$ cat config.mk
export PLATFORM = sky130hd
export DESIGN_NAME = wb_pixel_dma
export DESIGN_NICKNAME = d
export VERILOG_FILES = /design/src/rtl/pixel_dma_pkg.sv /design/src/rtl/sync_word_fifo.sv /design/src/rtl/wb_pixel_dma.sv
export SDC_FILE = /design/constraint.sdc
export NUM_CORES = 1
export LEC_CHECK = 0
export ABC_AREA = 1
export CELL_PAD_IN_SITES_DETAIL_PLACEMENT = 1
export CELL_PAD_IN_SITES_GLOBAL_PLACEMENT = 1
export CORE_ASPECT_RATIO = 1.75
export CORE_MARGIN = 5
export CORE_UTILIZATION = 45
export CTS_CLUSTER_DIAMETER = 150
export DETAILED_ROUTE_END_ITERATION = 7
export GPL_TIMING_DRIVEN = 0
export MAX_ROUTING_LAYER = met4
export PLACE_DENSITY = 0.85
export SLEW_MARGIN = 40
export SYNTH_ARGS = -nofsm -noshare
export SYNTH_HDL_FRONTEND = slang
export SYNTH_SLANG_ARGS = --single-unit
$ cat constraint.sdc
create_clock -name clk -period 13.6 [get_ports clk]
set_clock_uncertainty 0.2 [all_clocks]
set_input_delay 1.36 -clock clk [delete_from_list [all_inputs] [get_ports clk]]
set_output_delay 1.36 -clock clk [all_outputs]
set_load 0.005 [all_outputs]
$ cat src/rtl/pixel_dma_pkg.sv
// Shared definitions for the Wishbone pixel DMA master.
//   state_t    : control FSM encoding (IDLE, RUN, WAIT, DONE)
//   WB_SEL_ALL : byte-select value driven while a write cycle is active
//   ADR_STEP   : address increment between consecutive 32-bit writes
package pixel_dma_pkg;

  typedef enum logic [1:0] {
    S_IDLE = 2'd0,
    S_RUN  = 2'd1,
    S_WAIT = 2'd2,
    S_DONE = 2'd3
  } state_t;

  localparam logic [3:0]  WB_SEL_ALL = 4'hF;
  localparam logic [31:0] ADR_STEP   = 32'd4;

endpackage

$ cat src/rtl/sync_word_fifo.sv
// Single-clock word FIFO with full/empty flags.
// Ports:
//   clk, reset : clock, asynchronous active-high reset (empties the FIFO)
//   flush      : synchronous clear of all entries
//   push/wdata : write request and data (ignored when full unless popping)
//   pop/rdata  : read request; rdata always shows the current head
//   full/empty : occupancy flags
// DEPTH must be a power of two (>= 2); pointers carry one extra wrap bit.
module sync_word_fifo #(
  parameter int DATA_W = 32,
  parameter int DEPTH  = 4
) (
  input  logic              clk,
  input  logic              reset,
  input  logic              flush,
  input  logic              push,
  input  logic [DATA_W-1:0] wdata,
  input  logic              pop,
  output logic [DATA_W-1:0] rdata,
  output logic              full,
  output logic              empty
);

  localparam int AW = $clog2(DEPTH);
  localparam logic [AW:0] PTR_ONE = 1;

  logic [DATA_W-1:0] mem [DEPTH];
  logic [AW:0]       wp;
  logic [AW:0]       rp;
  logic              wr_en;
  logic              rd_en;

  assign empty = (wp == rp);
  assign full  = (wp[AW] != rp[AW]) && (wp[AW-1:0] == rp[AW-1:0]);
  assign rd_en = pop && !empty;
  // A push into a full FIFO is legal when the head leaves in the same edge.
  assign wr_en = push && (!full || rd_en);
  assign rdata = mem[rp[AW-1:0]];

  always_ff @(posedge clk or posedge reset) begin
    if (reset) begin
      wp <= '0;
      rp <= '0;
    end else if (flush) begin
      wp <= '0;
      rp <= '0;
    end else begin
      if (wr_en) wp <= wp + PTR_ONE;
      if (rd_en) rp <= rp + PTR_ONE;
    end
  end

  always_ff @(posedge clk) begin
    if (wr_en && !flush) mem[wp[AW-1:0]] <= wdata;
  end

endmodule

$ cat src/rtl/wb_pixel_dma.sv
// Wishbone classic write master that packs a pixel byte stream into
// big-endian 32-bit words and writes them to consecutive addresses.
// Ports:
//   clk, reset            : clock, asynchronous active-high reset
//   start, base_adr,
//   word_count            : transfer request (start sampled only when idle)
//   busy, done, err       : status (done is a 1-cycle pulse, err is sticky)
//   pix_valid, pix_data,
//   pix_ready             : byte stream input handshake
//   wb_*                  : Wishbone classic master write port
module wb_pixel_dma
  import pixel_dma_pkg::*;
#(
  parameter int FIFO_DEPTH = 4,
  parameter int TIMEOUT    = 255,
  parameter int CNT_W      = 16
) (
  input  logic             clk,
  input  logic             reset,
  input  logic             start,
  input  logic [31:0]      base_adr,
  input  logic [CNT_W-1:0] word_count,
  output logic             busy,
  output logic             done,
  output logic             err,
  input  logic             pix_valid,
  input  logic [7:0]       pix_data,
  output logic             pix_ready,
  output logic [31:0]      wb_adr_o,
  output logic [31:0]      wb_dat_o,
  output logic [3:0]       wb_sel_o,
  output logic             wb_we_o,
  output logic             wb_cyc_o,
  output logic             wb_stb_o,
  input  logic             wb_ack_i
);

  localparam int TW = $clog2(TIMEOUT + 1);
  localparam logic [TW-1:0]    T_ONE   = 1;
  localparam logic [TW-1:0]    TO_LAST = TW'(TIMEOUT - 1);
  localparam logic [CNT_W-1:0] CNT_ONE = 1;

  state_t           state;
  state_t           state_nxt;
  logic [31:0]      adr;
  logic [CNT_W-1:0] remaining;
  logic [CNT_W-1:0] total;
  logic [CNT_W-1:0] words_packed;
  logic [1:0]       byte_idx;
  logic [23:0]      acc;
  logic [TW-1:0]    tcnt;
  logic             zero_done;

  logic             start_go;
  logic             zero_go;
  logic             issue;
  logic             ack_take;
  logic             abort;
  logic             accept;
  logic             fifo_push;
  logic             fifo_full;
  logic             fifo_empty;
  logic [31:0]      fifo_head;
  logic             unused_adr_bits;

  // Low address bits are forced to zero; keep them visibly consumed.
  assign unused_adr_bits = ^base_adr[1:0];

  assign busy      = (state == S_RUN) || (state == S_WAIT);
  assign done      = (state == S_DONE) || zero_done;
  assign wb_cyc_o  = (state == S_WAIT);
  assign wb_stb_o  = wb_cyc_o;
  assign wb_we_o   = wb_cyc_o;
  assign wb_sel_o  = wb_cyc_o ? WB_SEL_ALL : 4'h0;

  // Stop accepting once every word is packed, and hold the fourth byte of a
  // word until the FIFO has a slot for it.
  assign pix_ready = busy && (words_packed < total) && !((byte_idx == 2'd3) && fifo_full);
  assign accept    = pix_valid && pix_ready;
  assign fifo_push = accept && (byte_idx == 2'd3);

  always_ff @(posedge clk or posedge reset) begin
    if (reset) state <= S_IDLE;
    else       state <= state_nxt;
  end

  always_comb begin
    state_nxt = state;
    start_go  = 1'b0;
    zero_go   = 1'b0;
    issue     = 1'b0;
    ack_take  = 1'b0;
    abort     = 1'b0;
    unique case (state)
      S_IDLE: begin
        if (start) begin
          if (word_count != '0) begin
            start_go  = 1'b1;
            state_nxt = S_RUN;
          end else begin
            zero_go = 1'b1;
          end
        end
      end
      S_RUN: begin
        if (!fifo_empty) begin
          issue     = 1'b1;
          state_nxt = S_WAIT;
        end
      end
      S_WAIT: begin
        // An ack on the final timeout cycle still completes the write.
        if (wb_ack_i) begin
          ack_take  = 1'b1;
          state_nxt = (remaining == CNT_ONE) ? S_DONE : S_RUN;
        end else if (tcnt == TO_LAST) begin
          abort     = 1'b1;
          state_nxt = S_IDLE;
        end
      end
      S_DONE: state_nxt = S_IDLE;
      default: state_nxt = S_IDLE;
    endcase
  end

  always_ff @(posedge clk or posedge reset) begin
    if (reset) begin
      adr       <= '0;
      remaining <= '0;
      total     <= '0;
      tcnt      <= '0;
      zero_done <= 1'b0;
      err       <= 1'b0;
      wb_adr_o  <= '0;
      wb_dat_o  <= '0;
    end else begin
      zero_done <= zero_go;
      if (start_go) begin
        adr       <= {base_adr[31:2], 2'b00};
        remaining <= word_count;
        total     <= word_count;
      end
      if (start_go || zero_go) err <= 1'b0;
      else if (abort)          err <= 1'b1;
      if (issue) begin
        wb_adr_o <= adr;
        wb_dat_o <= fifo_head;
        tcnt     <= '0;
      end else if (state == S_WAIT) begin
        tcnt <= tcnt + T_ONE;
      end
      if (ack_take) begin
        adr       <= adr + ADR_STEP;
        remaining <= remaining - CNT_ONE;
      end
    end
  end

  // Packer control: byte position within the current word and words completed.
  always_ff @(posedge clk or posedge reset) begin
    if (reset) begin
      byte_idx     <= 2'd0;
      words_packed <= '0;
    end else if (start_go || abort) begin
      byte_idx     <= 2'd0;
      words_packed <= '0;
    end else if (accept) begin
      byte_idx <= byte_idx + 2'd1;
      if (byte_idx == 2'd3) words_packed <= words_packed + CNT_ONE;
    end
  end

  // Earlier bytes shift toward the MSBs, so the first byte lands in [31:24].
  always_ff @(posedge clk) begin
    if (accept) acc <= {acc[15:0], pix_data};
  end

  sync_word_fifo #(
    .DATA_W (32),
    .DEPTH  (FIFO_DEPTH)
  ) u_fifo (
    .clk   (clk),
    .reset (reset),
    .flush (start_go || abort),
    .push  (fifo_push),
    .wdata ({acc, pix_data}),
    .pop   (ack_take),
    .rdata (fifo_head),
    .full  (fifo_full),
    .empty (fifo_empty)
  );

endmodule

# [Word level (Yosys, flattened, before mapping)]
# Memories as Yosys holds them, arrays and structs flattened. A register that Yosys moved wholly into a read port is not among the register bits.
# Cells that the tools add are included.
# W data, S select, Z words.
[classes] add_sub_neg=7 mul=0 div_mod_pow=0 order_cmp=1 eq_ne=13 shift=0 mux=40 bitwise_logic=0 reduce_logical=29
[ops] cell="$mux W16" n=5
[ops] cell="$mux W32" n=2
[ops] cell="$add A32 B3 Y32 const B" n=1
[ops] cell="$mux W1" n=17
[ops] cell="$add A16 B1 Y16 const B" n=1
[ops] cell="$eq A16 B1 Y1 const B" n=1
[ops] cell="$lt A16 B16 Y1" n=1
[ops] cell="$mux W2" n=8
[ops] cell="$mux W8" n=2
[ops] cell="$reduce_bool A16 Y1" n=1
[ops] cell="$sub A16 B1 Y16 const B" n=1
[ops] cell="$reduce_bool A2 Y1" n=7
[ops] cell="$mux W3" n=4
[ops] cell="$logic_and A1 B1 Y1" n=9
[ops] cell="$add A8 B1 Y8 const B" n=1
[ops] cell="$eq A8 B8 Y1 const B" n=1
[ops] cell="$pmux W2 S4" n=1
[ops] cell="$add A3 B1 Y3 const B" n=2
[ops] cell="$eq A2 B2 Y1 const B" n=3
[ops] cell="$ne A2 B2 Y1 const B" n=3
[ops] cell="$logic_or A1 B1 Y1" n=5
[ops] cell="$logic_not A1 Y1" n=4
[ops] cell="$mux W4" n=1
[ops] cell="$reduce_and A4 Y1" n=1
[ops] cell="8 further kinds" n=8
[totals] regBits=156 latch_bits=0 ramBits=128 mem_bits_ro=0 output_inout_bits=75 word_cells=104 memories=1
[mem_list] memory="u_fifo.mem" words=4 word_bits=32 rd=1 rd_clocked_by_memory_dff=1 wr=1 line="sync_word_fifo.sv:27" text="logic [DATA_W-1:0] mem [DEPTH];"

# [Longest topological paths before layout]
[depth] depth_word=11 ltp_mapped=15

# [By module]
# Synthesis repeated with hierarchy kept, for this count alone.
[unflattened] hier_cells=1455 area_unflattened_um2=14302.5
[modules_own_cells] mod="wb_pixel_dma" instances=1 cells_each=1082 area_per_inst_um2=9103.7
[modules_own_cells] mod="sync_word_fifo" instances=1 cells_each=373 area_per_inst_um2=5198.7

# [Worst setup path after synthesis]
# No wires, ideal clock.
[synth_path] kind="input to register" from="input word_count[6]" to="memory u_fifo.mem[0][0], enable pin" setup_time_ns=0.421 arrival_ns=3.595 required_time_ns=12.979 slack_ns=9.384 stages=9 path_buffers=0 cell_sequence="inv_1 nand2_1 nor3_1 nand3_2 nand3_4 nand2_1 inv_2 nand3_1 nor2_1"
[synth_via] elab_chain_cells=9
[synth_rtl] item="from (decl)" line="wb_pixel_dma.sv:22" text="input logic [CNT_W-1:0] word_count,"
[synth_rtl] item="$reduce_bool A16 Y1" line="wb_pixel_dma.sv:97" text="if (word_count != '0) begin"
[synth_rtl] item="$mux W1" line="wb_pixel_dma.sv:97"
[synth_rtl] item="$mux W1" line="wb_pixel_dma.sv:96" text="if (start) begin"
[synth_rtl] item="$mux W1" line="wb_pixel_dma.sv:94" text="unique case (state)"
[synth_rtl] item="$logic_or A1 B1 Y1" line="wb_pixel_dma.sv:184" text=".flush (start_go || abort),"
[synth_rtl] item="$logic_not A1 Y1" line="sync_word_fifo.sv:54" text="if (wr_en && !flush) mem[wp[AW-1:0]] <= wdata;"
[synth_rtl] item="$logic_and A1 B1 Y1" line="sync_word_fifo.sv:54"
[synth_rtl] item="$mux W1" line="sync_word_fifo.sv:54"
[synth_rtl] item="$mux W1 (implied by the code)" line="sync_word_fifo.sv:54"
[synth_rtl] item="to (decl)" line="sync_word_fifo.sv:27"
# Every way passes these cells.

# [Worst setup path in the final report]
[layout_path] from="register words_packed[9]" to="output pix_ready"
[layout_via] elab_chain_cells=3
[layout_rtl] item="from (decl)" line="wb_pixel_dma.sv:48" text="logic [CNT_W-1:0] words_packed;"
[layout_rtl] item="from (signal assigned)" line="wb_pixel_dma.sv:169" text="if (byte_idx == 2'd3) words_packed <= words_packed + CNT_ONE;"
[layout_rtl] item="$lt A16 B16 Y1" line="wb_pixel_dma.sv:78" text="assign pix_ready = busy && (words_packed < total) && !((byte_idx == 2'd3) && fifo_full);"
[layout_rtl] item="$logic_and A1 B1 Y1 (2 in a row)" line="wb_pixel_dma.sv:78"
[layout_rtl] item="to (decl)" line="wb_pixel_dma.sv:28" text="output logic pix_ready,"
# Every way passes these cells.

==> flow_metrics.py <==
metrics = {
    "drt": {
        "dr.pass1.iters": 5,
        "first_iter_violations": 471,
        "ant_nets": 0,
        "vias": 11300,
        "routed_wl_um": 43800,
        "drc": 0,
        "viasPerCell": 5.58,
        "wire_per_inst_um": 21.5,
    },
    "synthesis": {
        "ys_seq_elements": 312,
        "syn_avg_cell_area_um2": 9.87,
        "synth_ff_type": "dfrtp_1",
        "netlist_instances": 1443,
        "synth-edff-count": 152,
        "synth_compound_gate_area_share_pct": 9.62,
        "synth_area_um2": 14200,
        "synth-xor-area-share_pct": 1.96,
        "muxShareOfSynthArea_pct": 0,
        "synth-simple-area-share_pct": 19.4,
        "yosys_warnings": 0,
        "synth.lib_cells_used.distinct": 52,
        "synth_top_family_by_area": "simple AND/OR/NAND/NOR gates",
        "ys_async_sr_fraction_pct": 51.3,
        "ys_seq_area_share_pct": 60.2,
        "synthAdderAreaFrac_pct": 2.81,
    },
    "timing": {
        "slew_headroom_pct": 50.9,
        "fin_tns_setup_ns": 0,
        "finalHoldWorstSlack_ns": 0.284,
        "worstMarginPinSlew_ns": 0.736,
        "hold_viol": 0,
        "finalCritPeriodShare_pct": 30.9,
        "layout_setup_ws_ns": 9.39,
        "rsz0062_at_grt": "false",
        "fin_crit_ns": 4.21,
        "max_freq_ghz": 0.238,
        "slew_viol_final": 0,
        "finalSetupViolCount": 0,
    },
    "worst_hold_path": {
        "hold_depth": 2,
        "min_path_type": "flip-flop to flip-flop",
        "hold_end": "wb_adr_o[24]$_DFFE_PP0P_",
        "hp-start": "wb_adr_o[24]$_DFFE_PP0P_",
    },
    "setup_path": {
        "reg2reg_from": "words_packed[9]$_DFFE_PP0P_",
        "end_kind": "output port",
        "crit_arrival_ns": 2.65,
        "r2r_end": "u_fifo.mem[3][14]$_DFFE_PP_",
        "worstPathRequired_ns": 12.04,
        "critPathKind": "flip-flop to output port",
        "r2r_slack_ns": 10.11,
        "ff2ff_path_depth": 11,
        "cp_max_fo": 5,
        "start_kind": "flip-flop",
    },
    "place": {
        "port_buffers": 131,
        "post-dp-hpwl_um": 32300,
        "dpl_worst_slack_ns": 8.93,
        "gp_congestion": 0.931,
    },
    "clock_tree": {
        "h-tree-depth": 1,
        "cts_tree": "yes",
        "numCtsBuffers": 29,
        "cts-resized-gates": 0,
        "cts_hold_buf": 0,
        "cts_setup_buffers": 0,
        "root_buffer": "clkbuf_16",
        "clock_latency_ns": 0.57,
        "clockBufferDepth": 3,
        "path_clk_slew_ns": 0.07,
        "clock_sink_count": 312,
    },
    "global_routing": {
        "gr-usage-met1_pct": 27.1,
        "grt_max_degree": 76,
        "grt_first_pass_wirelength_um": 68500,
        "antenna_found_initial": 1,
        "grt.overflow.total": 0,
        "gr-usage-all-layers_pct": 25.7,
        "use_met2_pct": 47.3,
        "grt_busiest_layer": "met2",
        "grt_pass1_vias": 12500,
        "use_met3_pct": 2.20,
    },
    "cells_and_area": {
        "nets": 1707,
        "syn_to_final_growth_pct": 20.3,
        "layout-drive-gt1-share_pct": 7.82,
    },
    "run_status": {
        "status": "finished clean",
    },
    "pwr": {
        "p_per_area_nw_per_um2": 199,
        "leakage_nw": 7.10,
        "peakVddDrop_v": 0.000114,
    },
    "run": {
        "drv_cap": 0,
    },
    "floorplan": {
        "die_w_um": 144,
        "num_rows": 86,
        "start_util_pct": 45.3,
        "io_pins": 136,
        "die-area_um2": 35400,
        "core_um2": 31400,
        "die_h_um": 245,
    },
}
==> layer usage <==
metal	up-vias	wire length [µm]
met1	5662	15600
li1	5228	-
met4	0	2170
met3	113	1590
met5	-	0
met2	338	24500
==> synthesized netlist by cell type, types with 3 or more instances <==
cell type,instances,area share (%)
nor2_1,244,6.4
nand2_1,220,5.8
dfrtp_1,160,28
edfxtp_1,152,32
o21ai_0,137,4.8
inv_1,124,3.3
nand3_1,77,2.7
a31oi_1,34,1.5
ha_1,32,2.8
nand4_1,29,1.3
buf_2,25,0.88
xor2_1,25,1.5
clkbuf_1,21,0.55
nor3_1,21,0.74
buf_4,16,0.84
a21oi_1,15,0.53
o211ai_1,12,0.63
nor4_1,11,0.48
o22ai_1,8,0.35
inv_2,7,0.18
o221ai_1,7,0.43
buf_1,5,0.13
o21ai_1,5,0.18
o31ai_1,5,0.26
xnor2_1,5,0.31
nand2_2,4,0.18
a22oi_1,3,0.16
a32oi_1,3,0.18
nor2_2,3,0.13
nor2_4,3,0.24
o21bai_1,3,0.16
==> state kept, by name (all words and copies together), names as in the netlist, 3 cells and up <==
signal	cells
adr	30
u_fifo.rp	3
total	16
u_fifo.wp	3
wb_adr_o	30
remaining	16
wb_dat_o	32
acc	24
words_packed	16
u_fifo.mem	128
tcnt	8
==> layout by cell type (no fill, tap or decap), types with 25 or more instances in the layout <==
cell type and n:
nand2_1 220, dfrtp_1 160, ha_1 32, clkbuf_1 33, nand3_1 77, clkdlybuf4s50_1 131, inv_1 123, a31oi_1 34
nand4_1 29, nor2_1 240, o21ai_0 137, clkbuf_16 29, edfxtp_1 152, buf_2 25, xor2_1 25
==> power by group <==
group | total, mW | switching, mW | internal, mW
Clock | 0.785 | 0.359 | 0.427
Combinational | 1.19 | 0.726 | 0.466
Sequential | 1.44 | 0.188 | 1.25
==> per-stage QoR <==
stage          instance area (µm²)  util [%]  total power, mW  std cells
4_1_cts                      17100      54.5             3.44       2033
3_5_place_dp                 16200      51.7             2.64       1979
6_report                     17100      54.6             3.41       2034
3_3_place_gp                 16100      51.1             2.56       1971
2_1_floorplan                14200         -             2.07       1444
5_1_grt                      17100      54.6             3.63       2034
==> layout make-up <==
class | instances | area [µm²]
diodes | 1 | 2.50
plain buffers | 69 | 365
clock buffers | 43 | 798
clock inverters | 11 | 91.3
fillers | 3536 | 14300
inverters | 131 | 499
multi-input cells | 932 | 4850
flip-flops and latches | 312 | 8570
well taps | 396 | 495
repair buffers | 139 | 1470
==> how the worst max path moves through the flow <==
stage	start	endpoint	cells after the start
after global placement	reset	total[14]$_DFFE_PP0P_	2
after floorplan	reset	adr[10]$_DFFE_PP0P_	1
after global routing	words_packed[9]$_DFFE_PP0P_	pix_ready	9
after detailed placement	word_count[9]	u_fifo.mem[3][17]$_DFFE_PP_	11
after CTS	words_packed[9]$_DFFE_PP0P_	pix_ready	9
final	words_packed[9]$_DFFE_PP0P_	pix_ready	9
==> logic make-up (layout without fill, tap and decap cells) <==
kind of cell	after synthesis	count (layout)
flops	312	312
compound gates	239	239
fa+ha+maj	32	32
buf+inv	200	393
other cells	1	3
simple gates	628	628
xor+xnor	31	31
==> worst max-delay path, stage by stage (launching register included) <==
cell and delay [ns]:
dfrtp_1 0.45, ha_1 0.32, nand2_1 0.07, inv_1 0.04, o21ai_0 0.16, nand2_1 0.12
a21oi_1 0.20, nand4_2 0.16, inv_1 0.08, clkdlybuf4s50_1 0.50
No activity file was read; power rests on OpenSTA's default activity.
